[src/rtl/split_delayer_lfsr.sv]
// Split-transaction delayer: LFSR-gated request pass-through plus a response FIFO with randomised return.
// Define SPLIT_DELAYER_STATS_EN to add the saturating stall statistics ports.
module split_delayer_lfsr #(
   parameter int          DATA_WIDTH    = 32,
   parameter int          ADDR_WIDTH    = 32,
   parameter int          REQ_PASS      = 64,
   parameter int          RESP_PASS     = 64,
   parameter int          MAX_STALL     = 16,
   parameter int          RESP_FIFO_POW = 4,
   parameter logic [15:0] SEED          = 16'hACE1
) (
   input  logic                      clk_i,
   input  logic                      rst_i,
   input  logic                      host_req,
   input  logic                      host_we,
   input  logic [ADDR_WIDTH-1:0]     host_addr,
   input  logic [DATA_WIDTH-1:0]     host_wdata,
   input  logic [DATA_WIDTH/8-1:0]   host_be,
   output logic                      host_ack,
   output logic                      host_resp,
   output logic [DATA_WIDTH-1:0]     host_rdata,
   output logic                      target_req,
   output logic                      target_we,
   output logic [ADDR_WIDTH-1:0]     target_addr,
   output logic [DATA_WIDTH-1:0]     target_wdata,
   output logic [DATA_WIDTH/8-1:0]   target_be,
   input  logic                      target_ack,
   input  logic                      target_resp,
   input  logic [DATA_WIDTH-1:0]     target_rdata,
   output logic                      err_o
`ifdef SPLIT_DELAYER_STATS_EN
   ,
   output logic [31:0]               req_stall_cnt_o,
   output logic [31:0]               resp_stall_cnt_o
`endif
);

   localparam int BE_W  = DATA_WIDTH / 8;
   localparam int DEPTH = 1 << RESP_FIFO_POW;
   localparam int CW    = RESP_FIFO_POW + 1;
   localparam int SW    = (MAX_STALL < 2) ? 1 : $clog2(MAX_STALL);

   localparam logic [SW-1:0]            STALL_LIM  = SW'(MAX_STALL - 1);
   localparam logic [SW-1:0]            STALL_ONE  = SW'(1);
   localparam logic [8:0]               REQ_THR    = 9'(REQ_PASS);
   localparam logic [8:0]               RESP_THR   = 9'(RESP_PASS);
   localparam logic [CW-1:0]            CNT_ONE    = CW'(1);
   localparam logic [CW-1:0]            CNT_ZERO   = CW'(0);
   localparam logic [CW-1:0]            CNT_FULL   = CW'(DEPTH);
   localparam logic [CW:0]              CREDIT_LIM = (CW + 1)'(DEPTH);
   localparam logic [RESP_FIFO_POW-1:0] PTR_ONE    = RESP_FIFO_POW'(1);

   logic [15:0]              lfsr_r;
   logic [SW-1:0]            req_stall_r;
   logic [SW-1:0]            resp_stall_r;
   logic [CW-1:0]            outstanding_r;
   logic [CW-1:0]            count_r;
   logic [RESP_FIFO_POW-1:0] wr_ptr_r;
   logic [RESP_FIFO_POW-1:0] rd_ptr_r;
   logic [DATA_WIDTH-1:0]    mem_r [DEPTH];
   logic                     err_r;

   logic [CW:0] credit_sum_s;
   logic        credit_ok_s;
   logic        req_pass_s;
   logic        gate_s;
   logic        accept_rd_s;
   logic        full_s;
   logic        empty_s;
   logic        resp_pass_s;
   logic        pop_s;
   logic        push_s;
   logic        overflow_s;

   // Galois form, taps 16,14,13,11 -> feedback mask 16'hB400 on a right shift
   function automatic logic [15:0] lfsr_next(input logic [15:0] cur);
      logic [15:0] shifted;
      shifted = {1'b0, cur[15:1]};
      return cur[0] ? (shifted ^ 16'hB400) : shifted;
   endfunction

   // Request gate; outstanding reads and queued responses share the FIFO credit
   always_comb begin
      credit_sum_s = {1'b0, outstanding_r} + {1'b0, count_r};
      credit_ok_s  = (credit_sum_s < CREDIT_LIM);
      req_pass_s   = ({1'b0, lfsr_r[7:0]} < REQ_THR) || (req_stall_r == STALL_LIM);
      gate_s       = rst_i && req_pass_s && (host_we || credit_ok_s);
   end

   // Request path is combinational; rst_i in gate_s keeps everything quiet during reset
   always_comb begin
      if (gate_s) begin
         target_req   = host_req;
         target_we    = host_we;
         target_addr  = host_addr;
         target_wdata = host_wdata;
         target_be    = host_be;
         host_ack     = host_req && target_ack;
      end else begin
         target_req   = 1'b0;
         target_we    = 1'b0;
         target_addr  = {ADDR_WIDTH{1'b0}};
         target_wdata = {DATA_WIDTH{1'b0}};
         target_be    = {BE_W{1'b0}};
         host_ack     = 1'b0;
      end
   end

   assign accept_rd_s = host_ack && !host_we;
   assign full_s      = (count_r == CNT_FULL);
   assign empty_s     = (count_r == CNT_ZERO);
   assign resp_pass_s = ({1'b0, lfsr_r[15:8]} < RESP_THR) || (resp_stall_r == STALL_LIM) || full_s;
   assign pop_s       = rst_i && !empty_s && resp_pass_s;
   assign push_s      = target_resp && (!full_s || pop_s);
   assign overflow_s  = target_resp && full_s && !pop_s;

   // Response presentation: head of FIFO only in the pop cycle
   always_comb begin
      if (pop_s) begin
         host_resp  = 1'b1;
         host_rdata = mem_r[rd_ptr_r];
      end else begin
         host_resp  = 1'b0;
         host_rdata = {DATA_WIDTH{1'b0}};
      end
   end

   assign err_o = err_r;

   // LFSR free-runs every cycle
   always_ff @(posedge clk_i or negedge rst_i) begin
      if (!rst_i) lfsr_r <= SEED;
      else        lfsr_r <= lfsr_next(lfsr_r);
   end

   // Stall counters saturate at the forced-pass value so a credit-blocked read stays forced
   always_ff @(posedge clk_i or negedge rst_i) begin
      if (!rst_i) begin
         req_stall_r  <= {SW{1'b0}};
         resp_stall_r <= {SW{1'b0}};
      end else begin
         if (!host_req || host_ack)                    req_stall_r <= {SW{1'b0}};
         else if (!gate_s && req_stall_r != STALL_LIM) req_stall_r <= req_stall_r + STALL_ONE;
         else                                          req_stall_r <= req_stall_r;
         if (empty_s || pop_s)                  resp_stall_r <= {SW{1'b0}};
         else if (resp_stall_r != STALL_LIM)    resp_stall_r <= resp_stall_r + STALL_ONE;
         else                                   resp_stall_r <= resp_stall_r;
      end
   end

   // Read credit, FIFO pointers/occupancy and sticky overflow flag
   always_ff @(posedge clk_i or negedge rst_i) begin
      if (!rst_i) begin
         outstanding_r <= CNT_ZERO;
         count_r       <= CNT_ZERO;
         wr_ptr_r      <= {RESP_FIFO_POW{1'b0}};
         rd_ptr_r      <= {RESP_FIFO_POW{1'b0}};
         err_r         <= 1'b0;
      end else begin
         case ({accept_rd_s, pop_s})
            2'b10:   outstanding_r <= outstanding_r + CNT_ONE;
            2'b01:   outstanding_r <= outstanding_r - CNT_ONE;
            default: outstanding_r <= outstanding_r;
         endcase
         case ({push_s, pop_s})
            2'b10:   count_r <= count_r + CNT_ONE;
            2'b01:   count_r <= count_r - CNT_ONE;
            default: count_r <= count_r;
         endcase
         if (push_s) wr_ptr_r <= wr_ptr_r + PTR_ONE;
         if (pop_s)  rd_ptr_r <= rd_ptr_r + PTR_ONE;
         if (overflow_s) err_r <= 1'b1;
      end
   end

   // Storage needs no reset: pointers define what is valid
   always_ff @(posedge clk_i) begin
      if (push_s) mem_r[wr_ptr_r] <= target_rdata;
   end

`ifdef SPLIT_DELAYER_STATS_EN
   logic [31:0] req_stat_r;
   logic [31:0] resp_stat_r;

   // Saturating counts of waiting cycles with the gate closed
   always_ff @(posedge clk_i or negedge rst_i) begin
      if (!rst_i) begin
         req_stat_r  <= 32'd0;
         resp_stat_r <= 32'd0;
      end else begin
         if (host_req && !gate_s && req_stat_r != 32'hFFFF_FFFF) req_stat_r <= req_stat_r + 32'd1;
         if (!empty_s && !pop_s && resp_stat_r != 32'hFFFF_FFFF) resp_stat_r <= resp_stat_r + 32'd1;
      end
   end

   assign req_stall_cnt_o  = req_stat_r;
   assign resp_stall_cnt_o = resp_stat_r;
`endif

endmodule

[config.mk]
export PLATFORM = sky130hd
export DESIGN_NAME = split_delayer_lfsr
export DESIGN_NICKNAME = d
export VERILOG_FILES = /design/src/rtl/split_delayer_lfsr.sv
export SDC_FILE = /design/constraint.sdc
export NUM_CORES = 1
export LEC_CHECK = 0
export BUFFER_PORTS_ARGS = -buffer_cell sky130_fd_sc_hd__buf_4
export CORE_MARGIN = 10
export CORE_UTILIZATION = 42
export DETAILED_ROUTE_END_ITERATION = 10
export GPL_ROUTABILITY_DRIVEN = 0
export PLACE_DENSITY_LB_ADDON = 0.08
export SYNTH_ARGS = -nofsm -noshare
export SYNTH_HDL_FRONTEND = slang
export SYNTH_SLANG_ARGS = --single-unit
[constraint.sdc]
create_clock -name clk_i -period 3.7 [get_ports clk_i]
set_input_delay 0 -clock clk_i [delete_from_list [all_inputs] [get_ports clk_i]]
set_output_delay 0 -clock clk_i [all_outputs]
set_load 0.01 [all_outputs]
# Yosys cells after proc, flatten, opt, wreduce, memory -nomap -nowiden

Memories as Yosys holds them, arrays and structs flattened.
Cells that the tools add are included.
W data, S select, Z words.

Memories: 1
Register bits: 43
RAM bits: 512

Memories:

| memory | depth | bits a word | read ports | clocked after memory_dff | write ports | line | source |
|---|---|---|---|---|---|---|---|
| mem_r  | 16    | 32          | 1          | 0                        | 1           | 60   | `logic [DATA_WIDTH-1:0] mem_r [DEPTH];` |

Add/subtract/negate cells: 9
Order comparisons: 3
Equality and inequality tests: 9
Bitwise operators: 1
Reductions and logical operators: 28
Muxes and demuxes: 17

Operators with widths:

| kind                  | count |
|---|---|
| $mux W32              | 3 |
| $mux W4               | 5 |
| $pmux W5 S2           | 2 |
| $add A4 B1 Y4 const B | 4 |
| $lt A8 B7 Y1 const B  | 2 |
| $mux W16              | 1 |
| $add A5 B1 Y5 const B | 2 |
| $logic_and A1 B1 Y1   | 10 |
| $sub A5 B1 Y5 const B | 2 |
| $eq A4 B4 Y1 const B  | 2 |
| $ne A4 B4 Y1 const B  | 2 |
| $reduce_bool A2 Y1    | 4 |
| $logic_or A1 B1 Y1    | 7 |
| $add A5 B5 Y6         | 1 |
| $logic_not A1 Y1      | 6 |
| $lt A6 B5 Y1 const B  | 1 |
| $mux W1               | 6 |
| $eq A5 B5 Y1 const B  | 1 |
| $logic_not A5 Y1      | 1 |
| $eq A2 B1 Y1 const B  | 2 |
| $eq A2 B2 Y1 const B  | 2 |
| $not A3 Y4            | 1 |

# Longest topological paths before layout

Gate-level depths: netlist of run 1.

Depth in word-level cells: 8
Gate-level depth with buffers: 15
Gate-level depth less buffers: 13

# Worst setup path after synthesis of run 1

No wires, ideal clock.

Kind: flip-flop to flip-flop
From: reg resp_stall_r[0]
To: reg count_r[4]
Path buffers: 1
Library setup time: 0.123 ns
Setup slack: 0.615 ns
Data arrival time: 2.962 ns
Cell stages (with the launch flop): 14
Cell sequence: dfrtp_1 -> ha_1 -> and3_1 -> o31ai_1 -> nand2b_1 -> buf_2 -> inv_2 -> ha_1 -> ha_1 -> nor2b_1 -> o21ai_0 -> a21oi_1 -> or3b_2 -> xnor2_1

Longest elaborated chain between the ends: 8

Ends and longest elaborated chain:

| what                                                     | line | source |
|---|---|---|
| from (decl)                                              | 55   | `logic [SW-1:0] resp_stall_r;` |
| from (signal assigned)                                   | 140  | `resp_stall_r <= {SW{1'b0}};` |
| from (signal assigned)                                   | 145  | `if (empty_s \|\| pop_s) resp_stall_r <= {SW{1'b0}};` |
| from (signal assigned)                                   | 146  | `else if (resp_stall_r != STALL_LIM) resp_stall_r <= resp_stall_r + STALL_ONE;` |
| $eq A4 B4 Y1 *                                           | 112  | `assign resp_pass_s = ({1'b0, lfsr_r[15:8]} < RESP_THR) \|\| (resp_stall_r == STALL_LIM) \|\| full_s;` |
| $logic_or A1 B1 Y1 * (2 in series)                       | 112  |  |
| $logic_and A1 B1 Y1 *                                    | 113  | `assign pop_s = rst_i && !empty_s && resp_pass_s;` |
| $logic_or A1 B1 Y1                                       | 114  | `assign push_s = target_resp && (!full_s \|\| pop_s);` |
| $logic_and A1 B1 Y1                                      | 114  |  |
| $eq A2 B1 Y1 / $eq A2 B2 Y1 (equally long branches)      | 165  | `case ({push_s, pop_s})` |
| $pmux W5 S2 / $reduce_bool A2 Y1 (equally long branches) | --   |  |
| to (signal assigned)                                     | 166  | `2'b10: count_r <= count_r + CNT_ONE;` |
| to (signal assigned)                                     | 167  | `2'b01: count_r <= count_r - CNT_ONE;` |
| to (signal assigned)                                     | 168  | `default: count_r <= count_r;` |
| to (decl)                                                | 57   | `logic [CW-1:0] count_r;` |

Every way passes the cells marked *; elsewhere a longest branch is shown, timed or not.
A chain may end at the register's enable or synchronous reset.

# Final worst setup path of run 1

Same ends and word-level chain as after synthesis.

==> results of run 1 <==
metal layers:
metal | vias to the layer above | track usage | wire [microns] | part of all wire
met1 | 5962 | 0.2207 | 22940 | 0.44
met4 | 0 | 0.04561 | 1003 | 0.019
met5 | - | 0 | 0 | 0
met3 | 66 | 0.03128 | 2714 | 0.052
met2 | 337 | 0.2648 | 25160 | 0.49
li1 | 5043 | - | - | -
area by class of cell:
class,instances,area [sq um],share of cell area
tap,688,860.8,0.03183
inverter,10,37.54,0.001388
clock inverter,40,341.6,0.01263
clock buffer,66,1503,0.05556
timing repair buffer,291,2382,0.08808
sequential,555,16470,0.6091
multi-input combinational,475,5448,0.2014
stage by stage:
stage	hold WS [ns]	utilization	cells	power, mW
after global routing	0.06184	0.5147	2125	20.53
after global placement	-0.09282	0.4721	1980	14.10
after CTS	0.005273	0.5147	2125	19.84
final	0.04066	0.5147	2125	19.50
after detailed placement	-0.09018	0.4721	1980	14.13
after floorplan	-0.2956	-	1104	12.02
cells in the mapped netlist, types with 2 or more instances:
library cell    n  area share
dfrtp_1        35       0.039
nand3_1         3     0.00067
and2_1         86       0.024
buf_8           3      0.0020
nand2_1        15      0.0025
and3_1          4      0.0011
mux2i_1        34       0.015
o21ai_0         8      0.0018
ha_1           19       0.011
dfstp_2         8      0.0094
buf_2          20      0.0045
nand2b_1        6      0.0017
buf_1           3     0.00050
nor2b_1        33      0.0093
nor3b_1         4      0.0013
nor3_1          5      0.0011
nand4_1         3     0.00084
xor2_1         12      0.0047
o31ai_1         2     0.00067
a31oi_1         2     0.00056
xnor2_1        10      0.0039
mux4_2        128        0.13
nor4b_1         2     0.00079
edfxtp_1      512        0.69
buf_6           5      0.0025
a21o_1          2     0.00067
buf_4           7      0.0024
a211oi_1       64       0.022
a21oi_1         6      0.0013
o21a_1          3      0.0010
inv_1           9      0.0015
clkbuf_1       23      0.0039
clkbuf_4        2     0.00067
nor2_1         10      0.0017
worst paths after layout:
kind | endpoint | slack [ns]
min reg2reg | lfsr_r[3]$_DFF_PN0_ | 0.35
min | req_stall_r[0]$_DFFE_PN0P_ | 0.04
min in group asynchronous | lfsr_r[9]$_DFF_PN0_ | 0.54
max in group asynchronous | rd_ptr_r[3]$_DFFE_PN0P_ | 1.90
max reg2reg | count_r[4]$_DFFE_PN0P_ | 0.50
max | count_r[4]$_DFFE_PN0P_ | 0.50
flip-flops by register name, indices dropped and copies added (netlist names):
name,cells
lfsr_r,16
err_o,1
mem_r,512
resp_stall_r,4
rd_ptr_r,4
outstanding_r,5
wr_ptr_r,4
req_stall_r,4
count_r,5
power by group:
group	internal (mW)	switching [mW]	leakage (nW)	total [mW]
sequential	7.56	0.594	5.15	8.15
combinational	2.87	2.84	3.32	5.71
clock	3.25	2.38	0.915	5.64
kinds of logic (layout without fill, tap and decap cells):
| kind of cell | Yosys count | count (layout) |
|---|---|---|
| buffers and inverters | 74 | 407 |
| AO/OA/AOI/OAI | 95 | 95 |
| multiplexers | 163 | 163 |
| flip-flops | 555 | 555 |
| AND/OR/NAND/NOR | 175 | 175 |
| XOR/XNOR | 22 | 22 |
| adder cells (fa/ha/maj) | 20 | 20 |
tightest hold or removal path, stage by stage:
cell and delay, ns:
buf_4 0.13, o221ai_2 0.24, nor4b_1 0.07, o21a_1 0.16
==> flow_summary.json, run 1 <==
{
  "synthMuxAreaShare": 0.1450,
  "vias": 11410,
  "finalNetCount": 1517,
  "cp_slowest_cell": "or3b_2",
  "drt_iter0_drc": 757,
  "layout-drive-gt1-share": 0.3486,
  "hold_buffers": 39,
  "syn_area_per_cell_sq_um": 20.20,
  "synth.distinct_cells": 50,
  "cts_tree": "built",
  "place_area_sq_um": 24810,
  "status": "complete, no violations",
  "mappedNetlistArea_sq_um": 22300,
  "tightest_slew_ns": 0.9283,
  "routedWlPerCell_microns": 24.38,
  "rsz0062_at_grt": "no",
  "die-area_sq_um": 62720,
  "antenna_cells": 0,
  "synthCells": 1104,
  "synth_fp_nets": 1230,
  "synth_flop_cell": "edfxtp_1",
  "cpMostUsedCell": "ha_1",
  "post-route-period-util": 0.8640,
  "synthXorXnorAreaFrac": 0.008640,
  "reg2regPathDepth": 12,
  "core_area_sq_um": 52550,
  "postCtsSetupRepairBufs": 0,
  "crit_buf_inv": 1,
  "drtPass1Iterations": 7,
  "finalWirelength_microns": 51810,
  "io_buffers": 210,
  "grt_pass1_wl_microns": 78160,
  "track_usage": 0.1629,
  "hold_depth": 4,
  "fin_tns_setup_ns": 0,
  "nFillCells": 4259,
  "fp.dieW_microns": 250.4,
  "clock.fmax_mhz": 312.8,
  "die_y_microns": 250.4,
  "cp-startpoint": "resp_stall_r[0]$_DFFE_PN0P_",
  "critical_path_class": "reg -> reg",
  "worstReg2RegStart": "resp_stall_r[0]$_DFFE_PN0P_",
  "cts_resized": 0,
  "place_ws_ns": 0.5232,
  "drv_cap": 0,
  "synth-seq-cells": 555,
  "power_leakage_nw": 9.388,
  "required_ns": 4.19,
  "via_per_inst": 5.368,
  "powerDensity_nw_per_um2": 721.1,
  "ir_drop_v": 0.0004523,
  "antenna_found_initial": 0,
  "path_depth": 12,
  "synth-edff-count": 512,
  "grt_pass1_vias": 11930,
  "cp_top_family": "simple AND/OR/NAND/NOR gates",
  "start_kind": "flip-flop",
  "area_growth_syn_to_layout_pct": 21.27,
  "min_period_ns": 3.197,
  "synth_seq_area_share": 0.7381,
  "layout_common_cells": "edfxtp_1, buf_4, mux4_2",
  "worst_slack_ns": 0.5031,
  "cts_sinks": 555,
  "dp_hpwl_microns": 31940,
  "cp_max_fo": 7,
  "grt_max_degree": 76,
  "initial_core_util": 0.4244,
  "design_area_sq_um": 27050,
  "min-delay-start": "host_we",
  "synthArstFlopShare": 0.07748,
  "cts.reportedPaths.clkPinSlew_ns": 0.06,
  "critPathMaxStageDelay_ns": 0.46,
  "hold_violations": 0,
  "slew_headroom": 0.3811,
  "cts_root_buf": "clkbuf_16",
  "io_pins": 211,
  "clk_latency_ns": 0.61,
  "final_antenna_net_count": 0,
  "layout_commonest_cell": "edfxtp_1",
  "htree_levels": 2,
  "yosys.area_share.simple": 0.04684,
  "synth-adder-area-share": 0.01156,
  "drc": 0,
  "clock_skew_ns": 0.02167,
  "yosys_warnings": 0,
  "rows": 84,
  "ctsLongestPathBuffers": 3,
  "overflow": 0,
  "crit_chain": "ha_1 -> and3_1 -> o31ai_1 -> nand2b_2 -> inv_2 -> ha_1 -> ha_1 -> nor2b_1 -> o21ai_0 -> a21oi_1 -> or3b_2 -> xnor2_1",
  "cp_data_arrival_time_ns": 3.69,
  "setup_viol": 0,
  "endpoint_kind": "flip-flop",
  "synth_top_family_by_area": "multiplexers",
  "worstHoldPathType": "in -> reg",
  "finalMaxSlewViolations": 0,
  "numCtsBuffers": 58,
  "synth_compound_area_frac": 0.03086
}
Power figures use the tool's default switching activity.
==> run 2, diff against run 1 <==
==> constraint.sdc (replaced) <==
create_clock -name clk_i -period 3.46 [get_ports clk_i]
set_input_delay 0 -clock clk_i [delete_from_list [all_inputs] [get_ports clk_i]]
set_output_delay 0 -clock clk_i [all_outputs]
set_load 0.01 [all_outputs]
==> run 2 against run 1 <==
Effect of this change:
- sequential power is 6.7% higher
- register-to-register slack worse by 0.20 ns
- first-iteration DRC count shrank 6.2%
- clock power increased by 8.2%
- setup slack worse by 0.20 ns
- fmax grew 1.3%
- global-route usage grew 0.30 points
- die area stayed put
- power is 7.5% higher
- critical endpoint unchanged
- worst hold slack is essentially flat
==> flow_summary.json, run 2 (synthesis results as in run 1) <==
{
  "status": "complete, no violations",
  "grt_max_degree": 76,
  "cts_root_buf": "clkbuf_16",
  "finalNetCount": 1516,
  "seqCellArea_sq_um": 16470,
  "p_switching_mw": 6.195,
  "power_leakage_nw": 9.389,
  "start_kind": "flip-flop",
  "tightest_slew_ns": 1.010,
  "regMostFlops": "mem_r",
  "drv_cap": 0,
  "vias": 11510,
  "track_usage": 0.1660,
  "place_ws_ns": 0.2862,
  "ir_drop_v": 0.0005625,
  "cts.reportedPaths.clkPinSlew_ns": 0.06,
  "clk_latency_ns": 0.62,
  "overflow": 0,
  "cts_tree": "built",
  "internal_power_mw": 14.77,
  "cp_max_fo": 4,
  "rsz0062_at_grt": "no",
  "grt_pass1_wl_microns": 79480,
  "layout_commonest_cell": "edfxtp_1",
  "critical_path_class": "reg -> reg",
  "layout-drive-gt1-share": 0.3431,
  "area_growth_syn_to_layout_pct": 21.81,
  "powerDensity_nw_per_um2": 771.8,
  "layout_common_cells": "edfxtp_1, buf_4, mux4_2",
  "largest_register_ffs": 512,
  "drtPass1Iterations": 5,
  "drt_iter0_drc": 710,
  "fin_tns_setup_ns": 0,
  "core_area_sq_um": 52550,
  "grt_pass1_vias": 12210,
  "power_frac_comb": 0.294,
  "nFillCells": 4221,
  "min_period_ns": 3.156,
  "drc": 0,
  "p_seq_frac": 0.415,
  "p_sw_frac": 0.2955,
  "hold_violations": 0,
  "finalMaxSlewViolations": 0,
  "stdcell_count": 2127,
  "finalWirelength_microns": 52400,
  "via_per_inst": 5.409,
  "multi_input_area_sq_um": 5456,
  "clock_skew_ns": 0.01620,
  "finalPower_mw": 20.97,
  "setup_viol": 0,
  "cts_sinks": 555,
  "final_antenna_net_count": 0,
  "rows": 84,
  "initial_core_util": 0.4244,
  "dp_hpwl_microns": 31490,
  "ctsLongestPathBuffers": 3,
  "htree_levels": 2,
  "place_inst": 1980,
  "reg.largest.list": "mem_r (512), lfsr_r (16)",
  "cp_data_arrival_time_ns": 3.64,
  "required_ns": 3.95,
  "die-area_sq_um": 62720,
  "whs_ns": 0.04024,
  "pwr-share-clk": 0.291,
  "numCtsBuffers": 58,
  "io_buffers": 210,
  "clock.fmax_mhz": 316.8,
  "io_pins": 211,
  "die_y_microns": 250.4,
  "antenna_found_initial": 2,
  "endpoint_kind": "flip-flop",
  "slew_headroom": 0.3268,
  "postCtsSetupRepairBufs": 0,
  "post-route-period-util": 0.9122,
  "worst_slack_ns": 0.3038,
  "fp.dieW_microns": 250.4,
  "worstHoldPathType": "in -> reg",
  "routedWlPerCell_microns": 24.64
}
==> run 2: cell count changes in the layout (fill, tap and decap cells not counted), sizes merged <==
cell / delta
clkbuf: +16
clkinv: -18
clkinvlp: +2
diode: +2
dlygate4sd3: -1
inv: +1
==> run 2: path summary, 6_finish.rpt <==
kind / start / to / slack, ns / cells past startpoint
min: host_we / outstanding_r[0]$_DFFE_PN0P_ / 0.04 / 4
max: resp_stall_r[0]$_DFFE_PN0P_ / count_r[4]$_DFFE_PN0P_ / 0.30 / 12
max reg2reg: resp_stall_r[0]$_DFFE_PN0P_ / count_r[4]$_DFFE_PN0P_ / 0.30 / 12
min in group asynchronous: rst_i / outstanding_r[2]$_DFFE_PN0P_ / 0.06 / 3
max in group asynchronous: rst_i / count_r[3]$_DFFE_PN0P_ / 2.71 / 3
min reg2reg: lfsr_r[2]$_DFF_PN0_ / lfsr_r[1]$_DFF_PN0_ / 0.35 / 0
==> run 2: repair_timing <==
action	CTS	global route
endpoints found under the setup margin	0	1
resized for setup	0	1
hold endpoints to repair	568	0
hold buffers	38	0
==> run 2: cell type report <==
class                      count  area share
tap                          688     0.03169
inverter                      10    0.001382
sequential                   555      0.6064
antenna                        2   0.0001842
clock inverter                25    0.009810
timing repair buffer         290     0.09101
multi-input combinational    475      0.2009
clock buffer                  82     0.05868
==> run 2: through the flow <==
stage | utilization | area (sq um)
after detailed placement | 0.4740 | 24910
final | 0.5170 | 27170
after global routing | 0.5170 | 27170
after global placement | 0.4740 | 24910
after CTS | 0.5167 | 27150
after floorplan | - | 22300
==> run 2: metal layers <==
metal | part of all wire | track usage | vias up
li1 | - | - | 5055
met1 | 0.42 | 0.2176 | 6012
met2 | 0.50 | 0.2762 | 364
met3 | 0.059 | 0.03335 | 74
met4 | 0.021 | 0.04785 | 0
met5 | 0 | 0 | -
==> run 2: critical path: stages, from the launching register on <==
cell and delay, ns:
dfrtp_1 0.42, ha_1 0.25, and3_1 0.24, o31ai_1 0.25, nand2b_2 0.19, inv_2 0.04
ha_1 0.25, ha_1 0.34, nor2b_1 0.14, o21ai_0 0.23, a21oi_1 0.10, or3b_2 0.45
xnor2_1 0.13
==> run 2: power by group through the flow <==
stage	clock [mW]	combinational (mW)	sequential [mW]
after CTS	6.24	6.35	8.71
after floorplan	0	4.44	8.41
after global placement	0	6.29	8.83
final	6.10	6.17	8.70
after global routing	6.52	6.75	8.80
after detailed placement	0	6.29	8.85
